===== src/rtl/gain_select_ctrl_if.sv =====
// Sample stream bundle between the FIR output and the gain stage.
// Ports: s_valid/s_data in, m_valid/m_data out (slave = gain stage view).
interface gain_select_ctrl_if #(
  parameter int DW = 16
);
  logic                 s_valid;
  logic signed [DW-1:0] s_data;
  logic                 m_valid;
  logic signed [DW-1:0] m_data;

  modport master (
    output s_valid, s_data,
    input  m_valid, m_data
  );

  modport slave (
    input  s_valid, s_data,
    output m_valid, m_data
  );
endinterface


===== src/rtl/gain_select_ctrl.sv =====
// Debounced up/down gain selector with 6 dB/bit shift gain stage.
// Ports: clk, rst (sync, active-high), btn_up_n/btn_dn_n (raw, active-low),
//   bus (slave: s_valid/s_data in, m_valid/m_data out), gain_idx, sel.
// Option: define GAIN_SAT_EN to saturate left shifts instead of wrapping.
module gain_select_ctrl #(
  parameter int DW         = 16,
  parameter int DEB_CYCLES = 500000,
  parameter int DEB_W      = 20
) (
  input  logic                 clk,
  input  logic                 rst,
  input  logic                 btn_up_n,
  input  logic                 btn_dn_n,
  gain_select_ctrl_if.slave    bus,
  output logic [2:0]           gain_idx,
  output logic [2:0]           sel
);

  localparam logic [DEB_W-1:0] DEB_MAX = DEB_W'(DEB_CYCLES - 1);

  // key vectors: bit 0 = up, bit 1 = down; 1 = pressed
  logic [1:0] key_raw;
  logic [1:0] sync1_q, sync1_d;
  logic [1:0] sync2_q, sync2_d;
  logic [1:0] deb_q, deb_d;
  logic [1:0] ev_q, ev_d;
  logic [1:0][DEB_W-1:0] cnt_q, cnt_d;

  logic [2:0] gain_q, gain_d;
  logic [2:0] sel_q, sel_d;
  logic       mv_q, mv_d;
  logic signed [DW-1:0] md_q, md_d;

  logic signed [DW-1:0] x;
  logic signed [DW-1:0] shl1;
  logic signed [DW-1:0] shl2;
  logic signed [DW-1:0] scaled;

  assign key_raw = {~btn_dn_n, ~btn_up_n};
  assign x       = bus.s_data;

`ifdef GAIN_SAT_EN
  localparam logic signed [DW-1:0] SMAX = {1'b0, {(DW-1){1'b1}}};
  localparam logic signed [DW-1:0] SMIN = {1'b1, {(DW-1){1'b0}}};
  logic ovf1, ovf2;
  // overflow when any shifted-out bit disagrees with the result sign
  assign ovf1 = x[DW-1] != x[DW-2];
  assign ovf2 = (x[DW-1] != x[DW-2]) || (x[DW-2] != x[DW-3]);
  assign shl1 = ovf1 ? (x[DW-1] ? SMIN : SMAX)
                     : {x[DW-2:0], 1'b0};
  assign shl2 = ovf2 ? (x[DW-1] ? SMIN : SMAX)
                     : {x[DW-3:0], 2'b00};
`else
  assign shl1 = {x[DW-2:0], 1'b0};
  assign shl2 = {x[DW-3:0], 2'b00};
`endif

  always_comb begin
    scaled = x;
    unique case (gain_q)
      3'd0:    scaled = x >>> 2;
      3'd1:    scaled = x >>> 1;
      3'd3:    scaled = shl1;
      3'd4:    scaled = shl2;
      default: scaled = x;
    endcase
  end

  always_comb begin
    sync1_d = key_raw;
    sync2_d = sync1_q;
    deb_d   = deb_q;
    cnt_d   = cnt_q;
    ev_d    = 2'b00;
    for (int i = 0; i < 2; i++) begin
      if (sync2_q[i] == deb_q[i]) begin
        cnt_d[i] = '0;
      end else if (cnt_q[i] == DEB_MAX) begin
        deb_d[i] = sync2_q[i];
        cnt_d[i] = '0;
        // only the released->pressed edge raises an event
        ev_d[i]  = sync2_q[i];
      end else begin
        cnt_d[i] = cnt_q[i] + 1'b1;
      end
    end

    gain_d = gain_q;
    unique case (1'b1)
      (ev_q == 2'b01) && (gain_q != 3'd4): gain_d = gain_q + 3'd1;
      (ev_q == 2'b10) && (gain_q != 3'd0): gain_d = gain_q - 3'd1;
      default:                             gain_d = gain_q;
    endcase

    unique case (gain_d)
      3'd0:    sel_d = 3'b011;
      3'd1:    sel_d = 3'b001;
      3'd3:    sel_d = 3'b000;
      3'd4:    sel_d = 3'b010;
      default: sel_d = 3'b100;
    endcase

    mv_d = bus.s_valid;
    md_d = bus.s_valid ? scaled : md_q;
  end

  always_ff @(posedge clk) begin
    if (rst) begin
      sync1_q <= 2'b00;
      sync2_q <= 2'b00;
      deb_q   <= 2'b00;
      ev_q    <= 2'b00;
      cnt_q   <= '0;
      gain_q  <= 3'd2;
      sel_q   <= 3'b100;
      mv_q    <= 1'b0;
      md_q    <= '0;
    end else begin
      sync1_q <= sync1_d;
      sync2_q <= sync2_d;
      deb_q   <= deb_d;
      ev_q    <= ev_d;
      cnt_q   <= cnt_d;
      gain_q  <= gain_d;
      sel_q   <= sel_d;
      mv_q    <= mv_d;
      md_q    <= md_d;
    end
  end

  assign gain_idx    = gain_q;
  assign sel         = sel_q;
  assign bus.m_valid = mv_q;
  assign bus.m_data  = md_q;

endmodule


===== src/flat_wrapper.sv =====
// flat-port wrapper written by rule: the top's interface ports become plain ports
module gain_select_ctrl_flat 
#(
  parameter int DW         = 16,
  parameter int DEB_CYCLES = 500000,
  parameter int DEB_W      = 20
)
  (clk, rst, btn_up_n, btn_dn_n, gain_idx, sel, bus_s_valid, bus_s_data, bus_m_valid, bus_m_data);
  gain_select_ctrl_if #(.DW(DW)) bus_i ();
  input  logic clk;
  input  logic rst;
  input  logic btn_up_n;
  input  logic btn_dn_n;
  output logic [2:0] gain_idx;
  output logic [2:0] sel;
  input wire logic [$bits(bus_i.s_valid)-1:0] bus_s_valid;
  input wire logic [$bits(bus_i.s_data)-1:0] bus_s_data;
  output wire logic [$bits(bus_i.m_valid)-1:0] bus_m_valid;
  output wire logic [$bits(bus_i.m_data)-1:0] bus_m_data;
  assign bus_i.s_valid = bus_s_valid;
  assign bus_i.s_data = bus_s_data;
  assign bus_m_valid = bus_i.m_valid;
  assign bus_m_data = bus_i.m_data;
  gain_select_ctrl #(.DW(DW), .DEB_CYCLES(DEB_CYCLES), .DEB_W(DEB_W)) u_core (.clk(clk), .rst(rst), .btn_up_n(btn_up_n), .btn_dn_n(btn_dn_n), .bus(bus_i), .gain_idx(gain_idx), .sel(sel));
endmodule

===== config.mk =====
export PLATFORM = sky130hd
export DESIGN_NAME = gain_select_ctrl_flat
export DESIGN_NICKNAME = d
export VERILOG_FILES = /design/src/rtl/gain_select_ctrl_if.sv /design/src/rtl/gain_select_ctrl.sv /design/src/flat_wrapper.sv
export SDC_FILE = /design/constraint.sdc
export NUM_CORES = 1
export LEC_CHECK = 0
export ABC_AREA = 1
export ABC_CLOCK_PERIOD_IN_PS = 3600
export CORE_ASPECT_RATIO = 1.25
export CORE_MARGIN = 8
export CORE_UTILIZATION = 58
export CTS_BUF_LIST = sky130_fd_sc_hd__clkbuf_4
export DETAILED_ROUTE_END_ITERATION = 7
export PLACE_DENSITY = 0.83
export REMOVE_ABC_BUFFERS = 1
export SYNTH_ARGS = -nofsm -noshare
export SYNTH_HDL_FRONTEND = slang
export SYNTH_SLANG_ARGS = --single-unit

===== constraint.sdc =====
create_clock -name clk -period 3.6 [get_ports clk]
set_input_delay 0.36 -clock clk [delete_from_list [all_inputs] [get_ports clk]]
set_output_delay 0.36 -clock clk [all_outputs]
set_load 0.005 [all_outputs]

# Word level (Yosys, flattened, before mapping)
# Cells that the tools add are included.
# Widths: inputs -> output; s select.
# word_totals
ff_bits	71
in_bits	21
output_inout_bits	23
# op_classes
add_sub_neg	4
eq_ne	13
n_mux	3
n_bitwise	6
reduce_logical	11
# op_table
cell	count
$pmux 16 s4	1
$add 20x1->20 const B	2
$eq 20x19->1 const B	2
$pmux 3 s4	1
$reduce_or 3->1	4
$eq 3x1->1 const B	2
$eq 3x2->1 const B	2
$eq 3x3->1 const B	2
$logic_not 3->1	2
$not 1->1	6
$pmux 3 s2	1
$reduce_and 2->1	2
$add 3x1->3 const B	1
$ne 3x3->1 const B	1
$reduce_bool 3->1	1
$sub 3x1->3 const B	1
$eq 1x1->1	2
$eq 2x1->1 const B	1
$eq 2x2->1 const B	1
$logic_and 1x1->1	2

# Longest topological paths before layout
# logic_depth
ltp_word	5
ltp_mapped	11

# Least setup slack after synthesis
# OpenSTA, ideal clock, no wires.
# synth_path
path_type	register to register
from	register u_core.gain_q[0], in the netlist u_core.gain_idx[0]
to	register u_core.md_q[15], in the netlist u_core.bus.m_data[15]
setup_time_ps	119
t_arrival_ps	1447
required_ps	3481
slack_ps	2034
stages_incl_launch_ff	10
path_buffers	1
cell_sequence	dfxtp_1 inv_1 ha_1 inv_1 nor2_4 buf_4 o21ai_1 nand2_1 nor2_1 a21oi_1
# synth_between
elab_chain_len	2
word_cells_on_any_way	5
# synth_lines
element	line	text
from (decl)	gain_select_ctrl.sv:29	logic [2:0] gain_q, gain_d;
from (signal assigned)	gain_select_ctrl.sv:124	gain_q <= gain_d;
$eq 3x3->1 (tied with other cells)	gain_select_ctrl.sv:60	unique case (gain_q)
$pmux 16 s4 *	gain_select_ctrl.sv:60	
to (signal assigned)	gain_select_ctrl.sv:127	md_q <= md_d;
to (decl)	gain_select_ctrl.sv:32	logic signed [DW-1:0] md_q, md_d;
# Every way passes the cells marked *; elsewhere a longest branch is shown, timed or not.
# A chain may end at the register's enable or synchronous reset.

# Worst setup path in the final report
# layout_path
from	register u_core.gain_q[2], in the netlist u_core.gain_idx[2]
to	output port gain_idx[2]
# layout_lines
element	line	text
to (decl)	flat_wrapper.sv:14	output logic [2:0] gain_idx;
# No word-level cell between the ends.

==> qor.yml <==
run_status:
  status: "finished, final reports clean"
global_route:
  grt_usage: 0.187
  grt-ovfl-total: 0
  grt_pass1_wl_microns: 14500
  grt_start_max_net_pins: 34
  grt_pass1_vias: 3508
  grt_antenna_before_repair: 0
cts:
  cts_hold_buf: 0
  worstSkewPairLatency_ps: 410
  cts_resized: 0
  cts_tree: "built"
  cts_num_sinks: 71
  cts_setup_buffers: 0
  h-tree-depth: 3
  clk_path_buf_depth: 2
  clockRootBuffer: "clkbuf_4"
  path_clk_slew_ps: 100
  cts_buffers: 9
synth:
  ys_ff_latch: 71
  ys.flop_type: "dfxtp_1"
  ys_types: 32
  synth_warnings: 0
  seq_area_frac_synth: 0.369
  synthArstFlopShare: 0
  ys_top_cells_by_area: "dfxtp_1 37%, nand2_1 16%, nor2_1 9.3%"
  yosys.area.top_type: "dfxtp_1"
  synth.cell_area_sq_mm: 0.00385
  synth_edf_count: 0
  synthCells: 584
  syn_area_per_cell_sq_um: 6.60
  synth_top_cell_area_share: 0.369
cells_and_area:
  diodes: 0
  final_nets: 653
  area_growth_pct: 14.5
  instances_no_fill: 717
  drive_gt1_frac: 0.0794
place:
  place.gp.congestion: 0.905
  dpl.cell_count: 701
  hpwlAfterDp_microns: 6270
  port_buffers: 43
critical_path:
  max_stage_delay_ps: 630
  path_delay_family: "flip-flops"
  worst_path_max_delay_cell: "dfxtp_1"
  path_cells: "clkdlybuf4s50_1"
  reg2reg_slack_ps: 1760
  cp-endpoint: "gain_idx[2]"
  cp.depth: 1
  cp_max_fo: 8
  critPathKind: "reg2out"
  r2r-start: "u_core.gain_idx[0]$_SDFF_PP0_"
  r2r_cells: 6
  required_ps: 3240
  critical_path.startpoint: "u_core.gain_idx[2]$_SDFF_PP0_"
  worst_ep_arrival_time_ps: 1630
  crit_path_start_kind: "register"
  r2r-end: "u_core.bus.m_data[9]$_SDFFE_PP0P_"
  critPathCaptureType: "output port"
  path_buf_inv: 1
timing:
  setup_viol_count_final: 0
  fin_crit_ps: 1990
  clock.fmax_mhz: 503
  worstMarginPinSlew_ps: 981
  drv_slew: 0
  max-slew-margin-rel: 0.344
  hold_viol: 0
  final.setup_skew_ps: 15.3
  finalSetupTns_ps: 0
  post-route-period-util: 0.552
  rsz0062_at_grt: "false"
route:
  drtPass1Iterations: 5
  routed_wl_microns: 8340
  detail_route.vias_per_cell: 5.22
  drc: 0
  dr.first_iter.drc_count: 231
  ant_nets: 0
  vias: 3745
  post_drt_wl_per_cell_microns: 11.6
power_and_ir_drop:
  p_clk_frac: 0.318
  switching_share: 0.238
  seqPwrFrac: 0.605
  switchingPower_uw: 319
  p_comb_frac: 0.077
  peakVddDrop_mv: 0.254
  p_leak_uw: 0.00164
  power.internal_uw: 1020
  powerDensity_mw_per_mm2: 303
floorplanning:
  die_h_microns: 107
  die_area_sq_mm: 0.00953
  row_count: 33
  initial_utilization: 0.595
  coreArea_sq_mm: 0.00648
  fp.dieW_microns: 88.9
  io_pins: 44
hold_path:
  hold_path.class: "reg2reg"
flow_run:
  max_cap_viol_count: 0
-- flip-flops by register name (all words and copies together) (netlist names) --
signal	count
u_core.gain_idx	3
u_core.deb_q	2
u_core.sync1_q	2
u_core.bus.m_data	16
u_core.bus.m_valid	1
u_core.cnt_q	40
u_core.ev_q	2
u_core.sync2_q	2
u_core.sel	3
-- cells in the mapped netlist (3+ instances only) --
library cell and instances:
a21oi_1 40, buf_4 3, clkbuf_1 5, dfxtp_1 71, ha_1 7, inv_1 53, inv_2 3, nand2_1 168
nand2_4 3, nand3_1 33, nand3_2 5, nand3b_1 5, nand4_1 4, nor2_1 96, nor2_2 13, nor2_4 3
nor3_1 5, o21ai_0 28, o21bai_1 3, or2_2 3, xnor2_1 9, xor2_1 8
-- cells by family (layout without fill, tap and decap cells) --
group / after synthesis / in the layout / share of synthesized area
compound gates: 77 / 77 / 0.104
flops: 71 / 71 / 0.369
buf+inv: 70 / 116 / 0.0805
simple gates: 342 / 342 / 0.386
fa+ha+maj: 7 / 7 / 0.0227
xor+xnor: 17 / 17 / 0.0386
-- cells in the final DEF (no fill, tap or decap), drive strengths merged --
cell,n
xor2,8
nor3,5
nand3b,5
clkinv,3
o22ai,2
nand4,4
ha,7
clkbuf,12
clkdlybuf4s50,43
nor2,112
inv,57
dfxtp,71
o21bai,3
clkinvlp,1
nand3,38
o21ai,31
or2,5
nand2,173
a31oi,1
a21oi,40
xnor2,9
-- worst min path at each step --
stage | slack, ps | cells after the start | end | startpoint
final | 410 | 2 | u_core.sync2_q[0]$_SDFF_PP0_ | u_core.sync1_q[0]$_SDFF_PP0_
after global routing | 440 | 2 | u_core.sync2_q[1]$_SDFF_PP0_ | u_core.sync1_q[1]$_SDFF_PP0_
after CTS | 410 | 2 | u_core.sync2_q[0]$_SDFF_PP0_ | u_core.sync1_q[0]$_SDFF_PP0_
after detailed placement | 400 | 2 | u_core.sync2_q[0]$_SDFF_PP0_ | u_core.sync1_q[0]$_SDFF_PP0_
after global placement | 390 | 2 | u_core.sync2_q[1]$_SDFF_PP0_ | u_core.sync1_q[1]$_SDFF_PP0_
after floorplan | 390 | 2 | u_core.sync2_q[0]$_SDFF_PP0_ | u_core.sync1_q[0]$_SDFF_PP0_
-- metrics by stage --
step / cell area [sq um] / total power, uW / util / hold WS, ps / worst slack, ps
4_1_cts: 4410 / 1360 / 0.681 / 413 / 1580
6_report: 4410 / 1340 / 0.681 / 410 / 1610
2_1_floorplan: 3760 / 860 / - / 388 / 2030
5_1_grt: 4410 / 1400 / 0.681 / 438 / 1540
3_5_place_dp: 4300 / 931 / 0.663 / 397 / 1500
3_3_place_gp: 4300 / 929 / 0.663 / 394 / 1540
-- power by group through the flow --
stage	Combinational [uW]	Sequential, uW	Clock [uW]
3_5_place_dp	103	828	0
6_report	103	810	425
2_1_floorplan	32.0	828	0
4_1_cts	104	810	442
3_3_place_gp	102	828	0
5_1_grt	114	812	475
-- routing by layer --
layer  GRT usage  vias up  routed length [microns]
met2       0.323      105                     4030
met4      0.0921        0                      146
met1       0.206     1699                     3540
met3      0.0444       14                      620
li1            -     1927                        -
met5           0        -                        0
-- layout make-up --
cell class              instances  area [sq um]
clock buffers                  12          90.1
flip-flops and latches         71          1420
well taps                      87           109
clock inverters                 4          22.5
inverters                      57           216
repair buffers                 43           430
multi-input cells             443          2120
fillers                       579          2070
Power figures use the tool's default switching activity.
